--- src/rtl/mul_pkg.sv ---
// Shared definitions for the scalar/vector multiplier-sharing controller.
package mul_pkg;

  localparam logic [1:0] MUL_OP_MUL    = 2'd0;
  localparam logic [1:0] MUL_OP_MULH   = 2'd1;
  localparam logic [1:0] MUL_OP_MULHSU = 2'd2;
  localparam logic [1:0] MUL_OP_MULHU  = 2'd3;

  typedef enum logic [1:0] {
    StIdle = 2'd0,
    StBusy = 2'd1,
    StResp = 2'd2
  } mul_state_e;

  typedef enum logic {
    OwnScl = 1'b0,
    OwnVec = 1'b1
  } owner_e;

endpackage

--- src/rtl/mul_rr_arb2.sv ---
// Two-way round-robin arbiter; req[0] is the scalar port, req[1] the vector port.
module mul_rr_arb2
  import mul_pkg::*;
(
  input  logic       clk,
  input  logic       rst,
  input  logic [1:0] req,
  input  logic       adv,
  output logic [1:0] grant
);

  owner_e last_grant_q, last_grant_d;

  // On a tie the port that did not win last time is granted.
  always_comb begin
    grant = req;
    if (req == 2'b11) begin
      grant = (last_grant_q == OwnVec) ? 2'b01 : 2'b10;
    end
  end

  always_comb begin
    last_grant_d = last_grant_q;
    if (adv && grant[1]) begin
      last_grant_d = OwnVec;
    end else if (adv && grant[0]) begin
      last_grant_d = OwnScl;
    end
  end

  always_ff @(posedge clk) begin
    if (rst) begin
      last_grant_q <= OwnVec;
    end else begin
      last_grant_q <= last_grant_d;
    end
  end

endmodule

--- src/rtl/mul_share_ctrl.sv ---
// Shares one multi-cycle multiplier between the scalar EX stage and the vector unit.
module mul_share_ctrl
  import mul_pkg::*;
#(
  parameter int unsigned XLEN  = 32,
  parameter int unsigned TAG_W = 5
) (
  input  logic             CLK,
  input  logic             rst,
  input  logic             s_req_valid,
  input  logic [XLEN-1:0]  s_op_a,
  input  logic [XLEN-1:0]  s_op_b,
  input  logic [1:0]       s_mul_op,
  input  logic             s_kill,
  output logic             s_req_ready,
  output logic             s_stall,
  output logic             s_resp_valid,
  output logic [XLEN-1:0]  s_res,
  input  logic             v_req_valid,
  input  logic [XLEN-1:0]  v_op_a,
  input  logic [XLEN-1:0]  v_op_b,
  input  logic [1:0]       v_mul_op,
  input  logic [TAG_W-1:0] v_tag,
  output logic             v_req_ready,
  output logic             v_resp_valid,
  input  logic             v_resp_ready,
  output logic [XLEN-1:0]  v_res,
  output logic [TAG_W-1:0] v_resp_tag,
  output logic             m_start,
  output logic [XLEN-1:0]  m_op_a,
  output logic [XLEN-1:0]  m_op_b,
  output logic [1:0]       m_op,
  input  logic             m_done,
  input  logic [XLEN-1:0]  m_res
);

  mul_state_e       state_q, state_d;
  owner_e           owner_q, owner_d;
  logic             killed_q, killed_d;
  logic [XLEN-1:0]  op_a_q, op_a_d, op_b_q, op_b_d, res_q, res_d;
  logic [1:0]       op_q, op_d;
  logic [TAG_W-1:0] tag_q, tag_d;
  logic [1:0]       req, grant;
  logic             grant_en;

  assign req      = {v_req_valid, s_req_valid & ~s_kill};
  assign grant_en = (state_q == StIdle) & ~rst;

  mul_rr_arb2 u_arb (
    .clk   (CLK),
    .rst   (rst),
    .req   (req),
    .adv   (m_start),
    .grant (grant)
  );

  always_comb begin
    s_req_ready  = grant_en & grant[0];
    v_req_ready  = grant_en & grant[1];
    m_start      = s_req_ready | v_req_ready;
    // The multiplier sees the grant mux in the start cycle, the latched copy afterwards.
    m_op_a       = s_req_ready ? s_op_a   : (v_req_ready ? v_op_a   : op_a_q);
    m_op_b       = s_req_ready ? s_op_b   : (v_req_ready ? v_op_b   : op_b_q);
    m_op         = s_req_ready ? s_mul_op : (v_req_ready ? v_mul_op : op_q);
    s_resp_valid = (state_q == StResp) & (owner_q == OwnScl) & ~killed_q;
    v_resp_valid = (state_q == StResp) & (owner_q == OwnVec);
    s_stall      = s_req_valid & ~s_resp_valid & ~s_kill;
    s_res        = res_q;
    v_res        = res_q;
    v_resp_tag   = tag_q;
  end

  always_comb begin
    state_d  = state_q;
    owner_d  = owner_q;
    killed_d = killed_q;
    op_a_d   = op_a_q;
    op_b_d   = op_b_q;
    op_d     = op_q;
    tag_d    = tag_q;
    res_d    = res_q;
    unique case (state_q)
      StIdle: begin
        if (m_start) begin
          op_a_d   = m_op_a;
          op_b_d   = m_op_b;
          op_d     = m_op;
          owner_d  = v_req_ready ? OwnVec : OwnScl;
          tag_d    = v_req_ready ? v_tag : tag_q;
          killed_d = 1'b0;
          state_d  = StBusy;
        end
      end
      StBusy: begin
        // A killed scalar op still runs to completion; only its response is dropped.
        if (owner_q == OwnScl && s_kill) begin
          killed_d = 1'b1;
        end
        if (m_done) begin
          res_d   = m_res;
          state_d = StResp;
        end
      end
      StResp: begin
        if (owner_q == OwnScl || v_resp_ready) begin
          state_d = StIdle;
        end
      end
      default: state_d = StIdle;
    endcase
  end

  always_ff @(posedge CLK) begin
    if (rst) begin
      state_q  <= StIdle;
      owner_q  <= OwnScl;
      killed_q <= 1'b0;
      op_a_q   <= '0;
      op_b_q   <= '0;
      op_q     <= '0;
      tag_q    <= '0;
      res_q    <= '0;
    end else begin
      state_q  <= state_d;
      owner_q  <= owner_d;
      killed_q <= killed_d;
      op_a_q   <= op_a_d;
      op_b_q   <= op_b_d;
      op_q     <= op_d;
      tag_q    <= tag_d;
      res_q    <= res_d;
    end
  end

endmodule
--- config.mk ---
export PLATFORM = sky130hd
export DESIGN_NAME = mul_share_ctrl
export DESIGN_NICKNAME = d
export VERILOG_FILES = /design/src/rtl/mul_pkg.sv /design/src/rtl/mul_rr_arb2.sv /design/src/rtl/mul_share_ctrl.sv
export SDC_FILE = /design/constraint.sdc
export NUM_CORES = 1
export LEC_CHECK = 0
export BUFFER_PORTS_ARGS = -buffer_cell sky130_fd_sc_hd__buf_2
export CAP_MARGIN = 20
export CORE_AREA = 2 2 122 124
export CTS_CLUSTER_DIAMETER = 80
export CTS_CLUSTER_SIZE = 16
export DETAILED_ROUTE_END_ITERATION = 8
export DIE_AREA = 0 0 124 126
export PLACE_DENSITY = 0.8
export SYNTH_ARGS = -nofsm -noshare
export SYNTH_HDL_FRONTEND = slang
export SYNTH_SLANG_ARGS = --single-unit
export TNS_END_PERCENT = 100
--- constraint.sdc ---
create_clock -name CLK -period 1.7 [get_ports CLK]
set_input_delay 0 -clock CLK [delete_from_list [all_inputs] [get_ports CLK]]
set_output_delay 0 -clock CLK [all_outputs]
set_load 0.01 [all_outputs]
==> results of run 1 <==
[what timing repair did]
item | 4_1_cts | 5_1_grt
buffers inserted | 2 | 0
resized for setup | 37 | 73
hold buffers | 97 | 3
setup endpoints to repair | 67 | 70
gates cloned | 3 | 3
pin swaps | 0 | 3
endpoints found under the hold margin | 97 | 3
[state kept, by name (all words and copies together) (netlist names)]
register,count
killed_q,1
op_a_q,32
op_b_q,32
op_q,2
owner_q,1
s_res,32
state_q,2
u_arb.last_grant_q,1
v_resp_tag,5
[worst max-delay path, stage by stage, from the launching register on]
cell and delay [ps]:
dfxtp_2 350, nor3_4 230, nand3_4 160, buf_12 220, mux2i_1 290, a21oi_2 100
buf_2 150
[logic make-up after synthesis]
family          count (synthesis)  share of synthesized area
compound gates                175                      0.207
simple gates                  151                      0.125
flops                         108                      0.426
buf+inv                        91                      0.112
mux                            66                      0.130
[per-layer routing]
layer  part of all wire  up-vias  track usage
li1                   -     2752            -
met1               0.36     2730        0.217
met2               0.51      379        0.410
met3              0.083       79       0.0611
met4              0.045        0        0.136
met5                  0        -            0
[synth_stat cells (3+ instances only)]
| master | instances |
|---|---|
| nand2b_1 | 3 |
| inv_1 | 9 |
| buf_4 | 32 |
| nand3b_1 | 6 |
| clkbuf_1 | 18 |
| nor2b_1 | 3 |
| nand2_1 | 66 |
| a211oi_1 | 66 |
| buf_2 | 11 |
| mux2i_1 | 66 |
| buf_1 | 9 |
| o21ai_1 | 5 |
| a21oi_1 | 101 |
| buf_6 | 12 |
| nor2_1 | 67 |
| dfxtp_1 | 108 |
[cells in the final DEF, fill, tap and decap left out]
master	synthesis	layout
a21oi_1	101	83
nor2_2	0	23
diode_2	0	1
nor2_4	0	22
nand3b_1	6	6
a21oi_2	0	18
clkbuf_16	0	12
dfxtp_1	108	106
nor2b_1	3	3
mux2i_1	66	56
buf_8	0	1
a32oi_1	1	1
buf_6	12	2
o31ai_1	1	1
a211oi_2	0	4
nor4b_1	1	1
nand2b_1	3	3
buf_12	0	3
o21ai_1	5	5
clkinvlp_4	0	1
nand2_1	66	66
nor2_1	67	22
nor3b_1	1	1
and2_1	1	1
dlygate4sd3_1	0	100
nor3_4	1	1
buf_16	0	4
o21ai_0	1	1
nand3_4	0	2
dfxtp_2	0	2
a211oi_1	66	62
bufinv_16	0	3
clkinv_2	0	1
inv_1	9	9
buf_4	32	2
mux2i_2	0	10
buf_2	11	315
bufbuf_16	0	1
[where the power goes]
part	switching, mW	internal (mW)
clock	0.942	1.42
sequential	0.0679	2.70
combinational	0.865	0.840
[final cells by class]
cell class / count / area, um^2
multi-input cells: 392 / 2710
diodes: 1 / 2.50
repair buffers: 431 / 2910
clock buffers: 9 / 225
inverters: 9 / 33.8
fillers: 1167 / 5940
well taps: 184 / 230
clock inverters: 5 / 103
flip-flops and latches: 108 / 2160
[metrics by stage]
step	util	worst slack (ps)	std cells
2_1_floorplan	-	382	591
3_3_place_gp	0.455	230	1017
3_5_place_dp	0.455	137	1017
4_1_cts	0.559	-180	1133
5_1_grt	0.585	-361	1138
6_report	0.585	-188	1139
[worst paths after layout]
path	end	startpoint	slack, ps
worst max-delay path	m_op_b[16]	state_q[0]	-190
worst min-delay path	op_a_q[10]	s_op_a[10]	-7
worst max register to register	op_a_q[28]	state_q[0]	-60
worst min register to register	s_res[26]	s_res[26]	470
==> flow_summary.yaml, run 1 <==
sta:
  clock_skew_ps: 6.56
  rsz0062_at_grt: "yes"
  hold_viol: 1
  timing.fmax_mhz: 530
  min_period_ps: 1890
  setup_violations: 67
  setup_tns_ps: -8690
  slew_headroom: 0.658
  finalHoldWorstSlack_ps: -7.36
  slew_viol_final: 0
  tightest_slew_ps: 513
  finalCritPeriodShare: 1.11
  setup_ws_ps: -188
global_route:
  track_usage: 0.223
  grt_pass1_vias: 5627
  grt_pass1_wl_um: 27400
  gr-total-overflow: 0
  grt_max_degree: 109
  grt_antenna_before_repair: 0
min_path:
  min_path_type: "in -> reg"
  hold_depth: 3
placement:
  port_buffers: 316
  place.gp.congestion: 0.844
  post_dp_cell_area_um2: 6510
  hpwl_um: 10500
power:
  power.total_mw: 6.83
  power_density_nw_per_um2: 816
  p_leak_nw: 4.12
  irDropWorstVdd_uv: 563
routing:
  detail_route.wl_per_cell_um: 17.3
  routed_wl_um: 19700
  dr.pass1.iters: 5
  viasPerCell: 5.22
  via_count: 5940
  drt_iter0_drc: 312
  drc: 0
  ant_nets: 0
clock_tree:
  cts_max_level: 3
  cts_tree: "done"
  clk_path_buf_depth: 2
  cts_root_buf: "clkbuf_16"
  clk_pin_slew_ps: 70
  cts_buffers: 9
  cts_sinks: 108
  clock_latency_ps: 350
finish:
  syn_to_final_growth_pct: 65.2
  nNetsFinal: 1127
  design_area_um2: 8380
  drive_gt1_frac: 0.448
yosys:
  synth_top_area_cell: "dfxtp_1"
  yosysWarnings: 0
  synth_fp_nets: 767
  synthFlopType: "dfxtp_1"
  synth_area_um2: 5070
  seq_area_frac_synth: 0.426
  async_flop_share: 0
  ys_ff_latch: 108
  synth_cell_type_count: 25
  syn_area_per_cell_um2: 8.58
  synth_edf_count: 0
  synth_area_leaders: "dfxtp_1, mux2i_1, a21oi_1, a211oi_1, nor2_1"
  synthCells: 591
  synth_top_area_share: 0.426
setup_path:
  cp.arrival_ps: 1890
  setup.worst_path.end_class: "primary output"
  cp.required_ps: 1700
  start_kind: "flip-flop"
  timing.setup.critical_path_class: "reg -> out"
  crit_fanout: 29
  r2r_cells: 6
floorplan:
  io_pins: 317
  die_area_um2: 15600
  fp.dieH_um: 126
  core_area_um2: 14300
  initial_core_util: 0.354
  die_width_um: 124
  fp-row-count: 44
outcome:
  violations: "negative hold slack, negative setup slack"
  status: "finished, violations left"
job:
  drv_cap: 0
Power figures use the tool's default switching activity.
==> run 2: changes to the inputs <==
CORE_AREA = 2 2 121 123   (was 2 2 122 124)
DIE_AREA = 0 0 123 125   (was 0 0 124 126)
PLACE_DENSITY = 0.83   (was 0.8)
SYNTH_HIERARCHICAL = 1   (was default)
==> run 2 against run 1 <==
The run ends with negative setup slack left. Final area grew 8.9%. Clock skew grew 6.7 ps. Sequential power grew 1%. Fmax shrank 9.7%. Die area shrank 1.6%. Power grew 4.1%. Setup slack lost 200 ps. Combinational power grew 34%. Synthesized cell count grew 13%. Critical path depth is the same. Register-to-register slack gained 40 ps. Non-clock buffer count grew 21. Critical path type unchanged. Highest routed layer unchanged.
==> flow_summary.yaml, run 2 <==
outcome:
  status: "finished, violations left"
  violations: "negative setup slack"
floorplan:
  fp.dieH_um: 125
  die_width_um: 123
  core_area_um2: 14200
  fp-row-count: 44
  io_pins: 317
  initial_core_util: 0.382
  die_area_um2: 15400
setup_path:
  critical_path.startpoint: "u_arb/last_grant_q"
  path_cells: "a21boi_4 -> or4b_4 -> buf_12 -> a2bb2oi_2 -> nor2_1 -> buf_2"
  timing.rr.end: "op_a_q[15]"
  cpLargestDelayFamily: "simple AND/OR/NAND/NOR gates"
  crit_path_end: "m_op_a[15]"
  reg2reg_setup_slack_ps: -20
  crit_fanout: 36
  cp.required_ps: 1700
  timing.rr.start: "u_arb/last_grant_q"
  timing.setup.critical_path_class: "reg -> out"
  cp_num_buf_inv: 2
  setup.worst_path.end_class: "primary output"
  cp.arrival_ps: 2090
  cp_slowest_stage_delay_ps: 520
  critical_path_depth: 6
  r2r_cells: 5
  slowest_stage: "or4b_4"
  start_kind: "flip-flop"
placement:
  hpwl_um: 11700
  place.gp.congestion: 0.889
  post_dp_cell_area_um2: 7050
  placed_cells: 1099
  port_buffers: 316
sta:
  hold_viol: 0
  setup_violations: 72
  setup_ws_ps: -391
  slew_viol_final: 0
  clock_skew_ps: 13.2
  timing.fmax_mhz: 478
  slew_headroom: 0.518
  setup_tns_ps: -22290
  tightest_slew_ps: 723
  rsz0062_at_grt: "yes"
  finalCritPeriodShare: 1.23
  min_period_ps: 2090
yosys:
  async_flop_share: 0
  synth_area_um2: 5430
  synth_fp_nets: 845
  synth_top_area_share: 0.398
  seq_area_frac_synth: 0.398
  synth_top_area_cell: "dfxtp_1"
  syn_area_per_cell_um2: 8.11
  yosys.cell_count.top_type: "nor2_1"
  ys_ff_latch: 108
  synth_area_leaders: "dfxtp_1, a21oi_1, a2bb2oi_1, nor2_1, nand2_1"
  synth_cell_type_count: 28
  yosysWarnings: 6
  synthCells: 669
  synth_edf_count: 0
  synthTopCellsByCount: "nor2_1, dfxtp_1, a21oi_1"
  synthFlopType: "dfxtp_1"
clock_tree:
  cts_max_level: 3
  clock_latency_ps: 350
  cts_tree: "done"
  cts_buffers: 9
  clk_path_buf_depth: 2
  cts_root_buf: "clkbuf_16"
  clk_pin_slew_ps: 80
  cts_sinks: 108
global_route:
  track_usage: 0.261
  grt_antenna_before_repair: 1
  grt_pass1_vias: 6452
  grt_max_degree: 57
  gr-total-overflow: 0
  grt_pass1_wl_um: 31800
routing:
  detail_route.wl_per_cell_um: 17.4
  via_count: 6401
  routed_wl_um: 21400
  drc: 0
  viasPerCell: 5.20
  drt_iter0_drc: 272
  dr.pass1.iters: 5
  ant_nets: 0
finish:
  fin_util: 0.642
  design_area_um2: 9120
  syn_to_final_growth_pct: 68.0
  drive_gt1_frac: 0.500
  nNetsFinal: 1216
  stdcell_count: 1231
  layout_common_cells: "buf_2, dlygate4sd3_1, dfxtp_1"
  final_common_cell: "buf_2"
power:
  p_leak_nw: 4.07
  power_density_nw_per_um2: 780
  irDropWorstVdd_uv: 448
job:
  drv_cap: 0
min_path:
  min_path_type: "in -> reg"
  hold_depth: 4
  hp-start: "s_kill"
-- run 2: kinds of logic (layout without fill, tap and decap cells) --
logic type,after synthesis,in the layout,synth area share
flops,108,108,0.398
compound gates,170,170,0.219
simple gates,296,296,0.272
buf+inv,95,471,0.110
other cells,0,2,0
-- run 2: what timing repair did --
| item | CTS | global route |
|---|---|---|
| resized for setup | 59 | 60 |
| gates cloned | 4 | 0 |
| pin swaps | 1 | 2 |
| hold endpoints to repair | 106 | 0 |
| setup buffers | 2 | 3 |
| hold buffers | 106 | 0 |
| setup endpoints to repair | 78 | 124 |
-- run 2: layout make-up --
type / count / area, um^2
antenna: 2 / 5.00
clock buffer: 10 / 229
clock inverter: 6 / 50.0
fill: 1061 / 5080
inverter: 3 / 26.3
multi-input combinational: 466 / 3290
sequential: 108 / 2170
tap: 184 / 230
timing repair buffer: 452 / 3120
-- run 2: where the power goes --
group          switching, mW  internal [mW]
Clock                   1.01           1.01
Sequential             0.106           2.70
Combinational           1.12           1.17
Total                   2.23           4.88
-- run 2: metrics by stage --
step | total power [mW] | hold WS [ps] | setup WS (ps)
after floorplan | 3.93 | 98.9 | -20.2
after global placement | 4.53 | 190 | -18.9
after detailed placement | 4.55 | 188 | -69.6
after CTS | 6.92 | 59.9 | -371
after global routing | 7.43 | 97.6 | -438
final | 7.12 | 58.1 | -391
-- run 2: routing by layer --
metal	global-route usage	vias up	wire [um]
li1	-	3006	-
met3	0.0543	64	1340
met4	0.121	0	753
met1	0.289	3051	8180
met2	0.471	280	11100
met5	0	-	0
-- run 2: worst min-delay path: stages --
cell      delay, ps
buf_2           100
nor4bb_1        120
nor2_1          100
nor3_1           50
-- run 2: how the worst min path moves through the flow --
| stage | to | slack [ps] |
|---|---|---|
| after floorplan | v_resp_tag[0] | 100 |
| after global placement | v_resp_tag[2] | 190 |
| after detailed placement | v_resp_tag[2] | 190 |
| after CTS | killed_q | 60 |
| after global routing | killed_q | 100 |
| final | killed_q | 60 |
